$ cat src/rtl/uart_tx_queue.sv
// Byte FIFO feeding the UART 8n1 TX controller over a valid/ready/data handshake.
// Optional LF -> CR LF expansion on the drain side is enabled by defining UART_TXQ_CRLF_EN.
module uart_tx_queue #(
    parameter int unsigned DEPTH = 16,
    parameter int unsigned CNT_W = $clog2(DEPTH) + 1
) (
    input  logic             clk_i,
    input  logic             rst_i,
    input  logic             wr_en_i,
    input  logic [7:0]       wr_data_i,
    output logic             wr_ready_o,
    input  logic             flush_i,
    input  logic             ovf_clr_i,
    output logic             tx_valid_o,
    input  logic             tx_ready_i,
    output logic [7:0]       tx_data_o,
    output logic [CNT_W-1:0] count_o,
    output logic             empty_o,
    output logic             full_o,
    output logic             overflow_o
);

    localparam int unsigned AW = $clog2(DEPTH);
    localparam int unsigned PW = AW + 1;

    logic [PW-1:0] wr_ptr_q, wr_ptr_d;
    logic [PW-1:0] rd_ptr_q, rd_ptr_d;
    logic          ovf_q, ovf_d;
    logic [7:0]    mem_q [DEPTH];

    logic          full;
    logic          empty;
    logic          push;
    logic          drop;
    logic          handshake;
    logic          pop;
    logic          hold_lf;
    logic [7:0]    head;

    // Extra pointer MSB distinguishes full from empty when the addresses match.
    assign full  = (wr_ptr_q[AW-1:0] == rd_ptr_q[AW-1:0]) && (wr_ptr_q[AW] != rd_ptr_q[AW]);
    assign empty = (wr_ptr_q == rd_ptr_q);

    assign head      = mem_q[rd_ptr_q[AW-1:0]];
    assign handshake = tx_valid_o && tx_ready_i;

    // Flush outranks both sides: a push in the flush cycle is neither stored nor counted as dropped.
    assign push = wr_en_i && !full && !flush_i;
    assign drop = wr_en_i && full && !flush_i;
    assign pop  = handshake && !hold_lf;

`ifdef UART_TXQ_CRLF_EN
    localparam logic [0:0] StPass   = 1'b0;
    localparam logic [0:0] StCrSent = 1'b1;

    logic [0:0] st_q, st_d;

    // In StPass a head LF is presented as CR first and stays in the FIFO.
    assign hold_lf   = (st_q == StPass) && (head == 8'h0A);
    assign tx_data_o = hold_lf ? 8'h0D : head;

    always_comb begin
        st_d = st_q;
        if (flush_i) begin
            st_d = StPass;
        end else if (handshake) begin
            st_d = hold_lf ? StCrSent : StPass;
        end
    end

    always_ff @(posedge clk_i or posedge rst_i) begin
        if (rst_i) begin
            st_q <= StPass;
        end else begin
            st_q <= st_d;
        end
    end
`else
    assign hold_lf   = 1'b0;
    assign tx_data_o = head;
`endif

    always_comb begin
        wr_ptr_d = wr_ptr_q;
        rd_ptr_d = rd_ptr_q;
        if (flush_i) begin
            rd_ptr_d = wr_ptr_q;
        end else begin
            if (push) begin
                wr_ptr_d = wr_ptr_q + PW'(1);
            end
            if (pop) begin
                rd_ptr_d = rd_ptr_q + PW'(1);
            end
        end
    end

    // Set wins over clear when both land in the same cycle.
    always_comb begin
        ovf_d = ovf_q;
        if (drop) begin
            ovf_d = 1'b1;
        end else if (ovf_clr_i) begin
            ovf_d = 1'b0;
        end
    end

    always_ff @(posedge clk_i or posedge rst_i) begin
        if (rst_i) begin
            wr_ptr_q <= '0;
            rd_ptr_q <= '0;
            ovf_q    <= 1'b0;
        end else begin
            wr_ptr_q <= wr_ptr_d;
            rd_ptr_q <= rd_ptr_d;
            ovf_q    <= ovf_d;
        end
    end

    always_ff @(posedge clk_i) begin
        if (push) begin
            mem_q[wr_ptr_q[AW-1:0]] <= wr_data_i;
        end
    end

    assign wr_ready_o = !full;
    assign tx_valid_o = !empty;
    assign count_o    = CNT_W'(wr_ptr_q - rd_ptr_q);
    assign empty_o    = empty;
    assign full_o     = full;
    assign overflow_o = ovf_q;

endmodule

$ cat config.mk
export PLATFORM = sky130hd
export DESIGN_NAME = uart_tx_queue
export DESIGN_NICKNAME = d
export VERILOG_FILES = /design/src/rtl/uart_tx_queue.sv
export SDC_FILE = /design/constraint.sdc
export NUM_CORES = 1
export LEC_CHECK = 0
export CAP_MARGIN = 15
export CORE_AREA = 2 2 106 108
export DETAILED_ROUTE_END_ITERATION = 16
export DIE_AREA = 0 0 108 110
export GPL_ROUTABILITY_DRIVEN = 0
export MAX_ROUTING_LAYER = met4
export PLACE_DENSITY = 0.73
export SETUP_SLACK_MARGIN = 0.15
export SLEW_MARGIN = 5
export SYNTH_ARGS = -nofsm -noshare
export SYNTH_HDL_FRONTEND = slang
export SYNTH_SLANG_ARGS = --single-unit
$ cat constraint.sdc
create_clock -name clk_i -period 3.3 [get_ports clk_i]
set_input_delay 0.66 -clock clk_i [delete_from_list [all_inputs] [get_ports clk_i]]
set_output_delay 0.66 -clock clk_i [all_outputs]
set_load 0.03 [all_outputs]
; Word level (Yosys, flattened, before mapping)
; Memory sizes are Yosys's and may differ from the RTL's.
; Cells that the tools add are included.
[totals]
n_memories = 1
word_cells = 29
inputBits = 14
out_inout_bits = 18
reg_bits = 11
mem_bits_rw = 128
[classes]
n_reduce_logical = 12
n_mux = 6
n_eq_ne = 3
addsub = 3
bitwise_logic = 1
[mem_list]
columns = memory, depth, width, read_ports, rd_clocked_by_memory_dff, wr, line_no
row1 = mem_q, 16, 8, 1, 0, 1, 29  ; logic [7:0] mem_q [DEPTH];
[op_table]
columns = cell, n
row1 = $add 5x1->5 const B, 2
row2 = $mux 5, 2
row3 = $logic_and 1x1->1, 6
row4 = $eq 5x5->1, 1
row5 = $sub 5x5->5, 1
row6 = $eq 4x4->1, 1
row7 = $mux 1, 4
row8 = $reduce_bool 2->1, 2
row9 = $logic_not 1->1, 3
row10 = $reduce_and 2->1, 1
row11 = $ne 1x1->1, 1
row12 = $not 1->1, 1

; Logic depth before layout (Yosys ltp)
[depth]
depth_word = 7
mapped_depth = 9
depth_no_buf = 7

; Least setup slack after synthesis
; No wires, ideal clock.
[synth_timing]
path_kind = register to register
from = register rd_ptr_q[2]
to = memory mem_q[0][0] (enable)
t_required_ns = 2.917
path_buffers = 3
arrival_time_ns = 2.536
setup_time_ns = 0.383
stages_incl_launch_ff = 10
slack_ns = 0.381
synth_period_minus_slack_ns = 2.919
cell_sequence = dfrtp_1 > buf_6 > clkbuf_8 > clkbuf_8 > inv_1 > ha_1 > and4_1 > a21oi_1 > nand2_1 > nor3_1
[synth_via]
elab_chain_cells = 7
[synth_lines]
columns = item, line_no
row1 = from (decl), 27  ; logic [PW-1:0] rd_ptr_q, rd_ptr_d;
row2 = from (signal assigned), 115  ; rd_ptr_q <= rd_ptr_d;
row3 = $eq 4x4->1, 41  ; assign full = (wr_ptr_q[AW-1:0] == rd_ptr_q[AW-1:0]) && (wr_ptr_q[AW] != rd_ptr_q[AW]);
row4 = $logic_and 1x1->1, 41
row5 = $logic_not 1->1, 48  ; assign push = wr_en_i && !full && !flush_i;
row6 = $logic_and 1x1->1 (2 in a row), 48
row7 = $mux 1, 121  ; if (push) begin
row8 = $mux 1 (implied by the code), 122  ; mem_q[wr_ptr_q[AW-1:0]] <= wr_data_i;
row9 = to (decl), 29
; No other way between the ends.

; Worst setup path after layout
[layout_timing]
from = register rd_ptr_q[1]
to = output tx_data_o[6]
[layout_via]
elab_chain_cells = 1
[layout_lines]
columns = item, line_no
row1 = $mem_v2 16x8, --
row2 = to (decl), 16  ; output logic [7:0] tx_data_o,
; No other way between the ends.

==> results by group <==
Status
  • Outcome: completed

Cells and area
  • Antenna cell count: 0
  • FILL cells: 692
  • Area of the multi-input gates: 1470 µm²
  • P&R area growth vs syn: 20.5%
  • Final Non-Filler Cells: 517
  • Nets@finish: 388
  • Register area: 4120 µm²
  • Share of cells above drive strength 1: 0.255

Power
  • Maximum VDD drop: 0.562 mV
  • Power per cell area: 926 nW/µm²
  • Tot Pwr: 6480 µW
  • Leak Pwr: 0.00249 µW

Worst setup path
  • Critical Path AT: 2.52 ns
  • Crit. End Element: output port
  • Startpoint Class: register
  • WP data required: 2.64 ns
  • WP buf/inv: 4
  • CP top delay family: compound AO/OA/AOI/OAI gates
  • Crit-path cells: buf_6 > buf_8 > buf_16 > mux4_2 > a22o_1 > a221o_1 > buf_6
  • Crit Path Max Fanout: 6
  • Critical path class: register to output port
  • Number of cells on the critical path: 7
  • R2R cell count: 9
  • Most frequent cell on the critical path: buf_6
  • Max incr delay on CP: 0.51 ns
  • Slowest stage cell, crit path: mux4_2

STA
  • Worst Skew: 0.00574 ns
  • Final min period: 3.18 ns
  • Slew @ Worst Pin: 0.668 ns
  • Max Fclk: 314 MHz
  • Final Max Tran Viols: 0
  • Post-layout worst setup margin: 0.120 ns
  • RSZ-0062 raised after global routing: true
  • Final hold vios: 0
  • Setup TNS Final: 0 ns
  • Setup violators final: 0
  • Period utilization: 0.964
  • Slew HR: 0.553

CTS
  • TritonCTS clock tree: done
  • CTS clk-pin slew, worst paths: 0.06 ns
  • H-tree levels: 4
  • Clock sink total: 139
  • Max clock buf depth: 2
  • Clock root buffer: clkbuf_8
  • Worst skew pair latency: 0.52 ns
  • # hold bufs at CTS: 0
  • CTS Buf Count: 17

Yosys
  • Syn. warnings: 0
  • Syn_nets: 319
  • Ys async rst share: 0.0791
  • XOR/XNOR Fraction of Synth Area: 0.0181
  • Ys flop type: edfxtp_1
  • Post-synthesis sequential area ratio: 0.710
  • Synthesized cell area: 5800 µm²
  • Synthesized area per cell: 19.7 µm²
  • Synth Area in Adders: 0.0229
  • Post-synth top area share: 0.663
  • Cell count after synthesis: 295
  • Post-synthesis simple-gate area fraction: 0.0330
  • Post-synthesis cell type count: 35
  • Yosys reg bits: 139
  • Largest area contributor in the netlist: edfxtp_1
  • Dominant cells by area after synthesis: edfxtp_1, mux4_1, dfrtp_1
  • Synth Area in Compound Gates: 0.0444
  • Largest family of logic cells by synthesized area: multiplexers
  • EDFF count, synth: 128
  • Multiplexer share of the synthesized area: 0.137

Global route
  • First-pass GRT wire length: 18400 µm
  • Total track usage: 0.229
  • Largest net degree at the start of global routing: 34
  • Initial antenna violation count: 0
  • Vias in the first global route: 3038
  • Total grt overflow: 0

Min path
  • Hold WC Path Type: input pin to async pin

Floorplanning
  • Total die area: 11900 µm²
  • Std cell rows: 38
  • Starting Density: 0.542
  • Ports: 32
  • Die width: 108 µm
  • Die H: 110 µm
  • Core footprint: 10700 µm²

Routing
  • Initial DRC count: 334
  • Post-route ant nets: 0
  • Routed vias/inst: 5.98
  • DR WL/cell: 24.0 µm
  • Routed WL: 12400 µm
  • Router iterations before antenna repair: 4
  • Post-route DRC: 0
  • DR vias: 3092

Placement
  • Final HPWL DP: 7070 µm
  • Placed instance count: 476
  • Pre-CTS setup slack: 0.296 ns
  • IO Port Bufs: 31

Job
  • Max-Cap Viols: 0
what timing repair did:
action | 4_1_cts | 5_1_grt
cloned | 2 | 0
pin swaps | 1 | 1
endpoints found under the setup margin | 10 | 10
endpoints found under the hold margin | 0 | 0
resized for setup | 45 | 23
setup buffers | 5 | 2
routing by layer:
metal  routed length, µm  vias to the layer above  global-route usage
li1                    -                     1345                   -
met1                5090                     1587               0.308
met2                6290                      143               0.354
met3                 855                       17              0.0588
met4                 174                        0              0.0659
met5                   0                        -                   -
state kept, by name (all words and copies together) (netlist names):
register,cells
wr_ptr_q,5
rd_ptr_q,5
mem_q,128
overflow_o,1
stage by stage:
step,area (µm²),utilization,hold WS [ns]
2_1_floorplan,5800,-,0.512
3_3_place_gp,6320,0.591,0.519
3_5_place_dp,6320,0.591,0.538
4_1_cts,6940,0.649,0.472
5_1_grt,6990,0.653,0.476
6_report,6990,0.653,0.458
worst reg2reg max path: cells and delay by family, from the launching register on:
family                     cells  cell delay, ns
adders and majority gates      1            0.36
AOI/OAI and AO/OA              1            0.25
DFF                            1            0.42
buffers and inverters          4            0.78
and+or+nand+nor                3            0.64
kinds of logic (layout without fill, tap and decap cells):
family / after synthesis / in the layout
XOR/XNOR: 12 / 12
AO/OA/AOI/OAI: 34 / 34
adder cells (fa/ha/maj): 10 / 10
AND/OR/NAND/NOR: 41 / 41
flip-flops: 139 / 139
buffers and inverters: 27 / 109
multiplexers: 32 / 32
cells in the mapped netlist, types with 3 or more instances:
cell type,count
mux4_1,20
nand4_1,3
a21oi_1,4
inv_1,14
o21ai_0,6
a221o_1,8
nor2_1,15
clkbuf_8,3
nor3_1,4
nand2_1,11
buf_6,3
dfrtp_1,11
nand2b_1,3
ha_1,9
edfxtp_1,128
xnor2_1,9
mux4_2,12
a22o_1,8
xor2_1,3
final timing paths:
kind	to	slack (ns)	from
max	tx_data_o[6]	0.12	rd_ptr_q[1]
min	rd_ptr_q[4]	0.46	rst_i
max reg2reg	mem_q[0][6]	0.55	rd_ptr_q[2]
min reg2reg	overflow_o	0.54	overflow_o
max in group asynchronous	rd_ptr_q[1]	2.48	rst_i
min in group clk_i	overflow_o	0.54	overflow_o
cell usage in the layout (no fill, tap or decap), types with 3 or more instances in the layout:
cell type and count:
a21oi_1 4, a221o_1 8, a22o_1 8, buf_4 31, buf_6 7, clkbuf_16 16
clkdlybuf4s50_1 15, clkinv_2 3, clkinv_4 3, clkinvlp_4 3, dfrtp_1 9, edfxtp_1 128
ha_1 9, inv_1 14, mux4_1 16, mux4_2 16, nand2_1 11, nand2b_1 3
nand4_1 3, nor2_1 15, nor3_1 4, o21ai_0 6, xnor2_1 9, xor2_1 3
layout make-up:
| cell class | instances | area share |
|---|---|---|
| clock buffer | 17 | 0.0592 |
| clock inverter | 15 | 0.0213 |
| multi-input combinational | 129 | 0.210 |
| timing repair buffer | 63 | 0.0873 |
| sequential | 139 | 0.590 |
| tap | 140 | 0.0251 |
| inverter | 14 | 0.00752 |
report_power, final:
group	leakage (µW)	switching (µW)	total [µW]	internal [µW]
logic	0.000936	1350	2490	1130
clock network	0.000269	711	1780	1070
registers	0.00129	141	2210	2070
No activity file was read; power rests on OpenSTA's default activity.
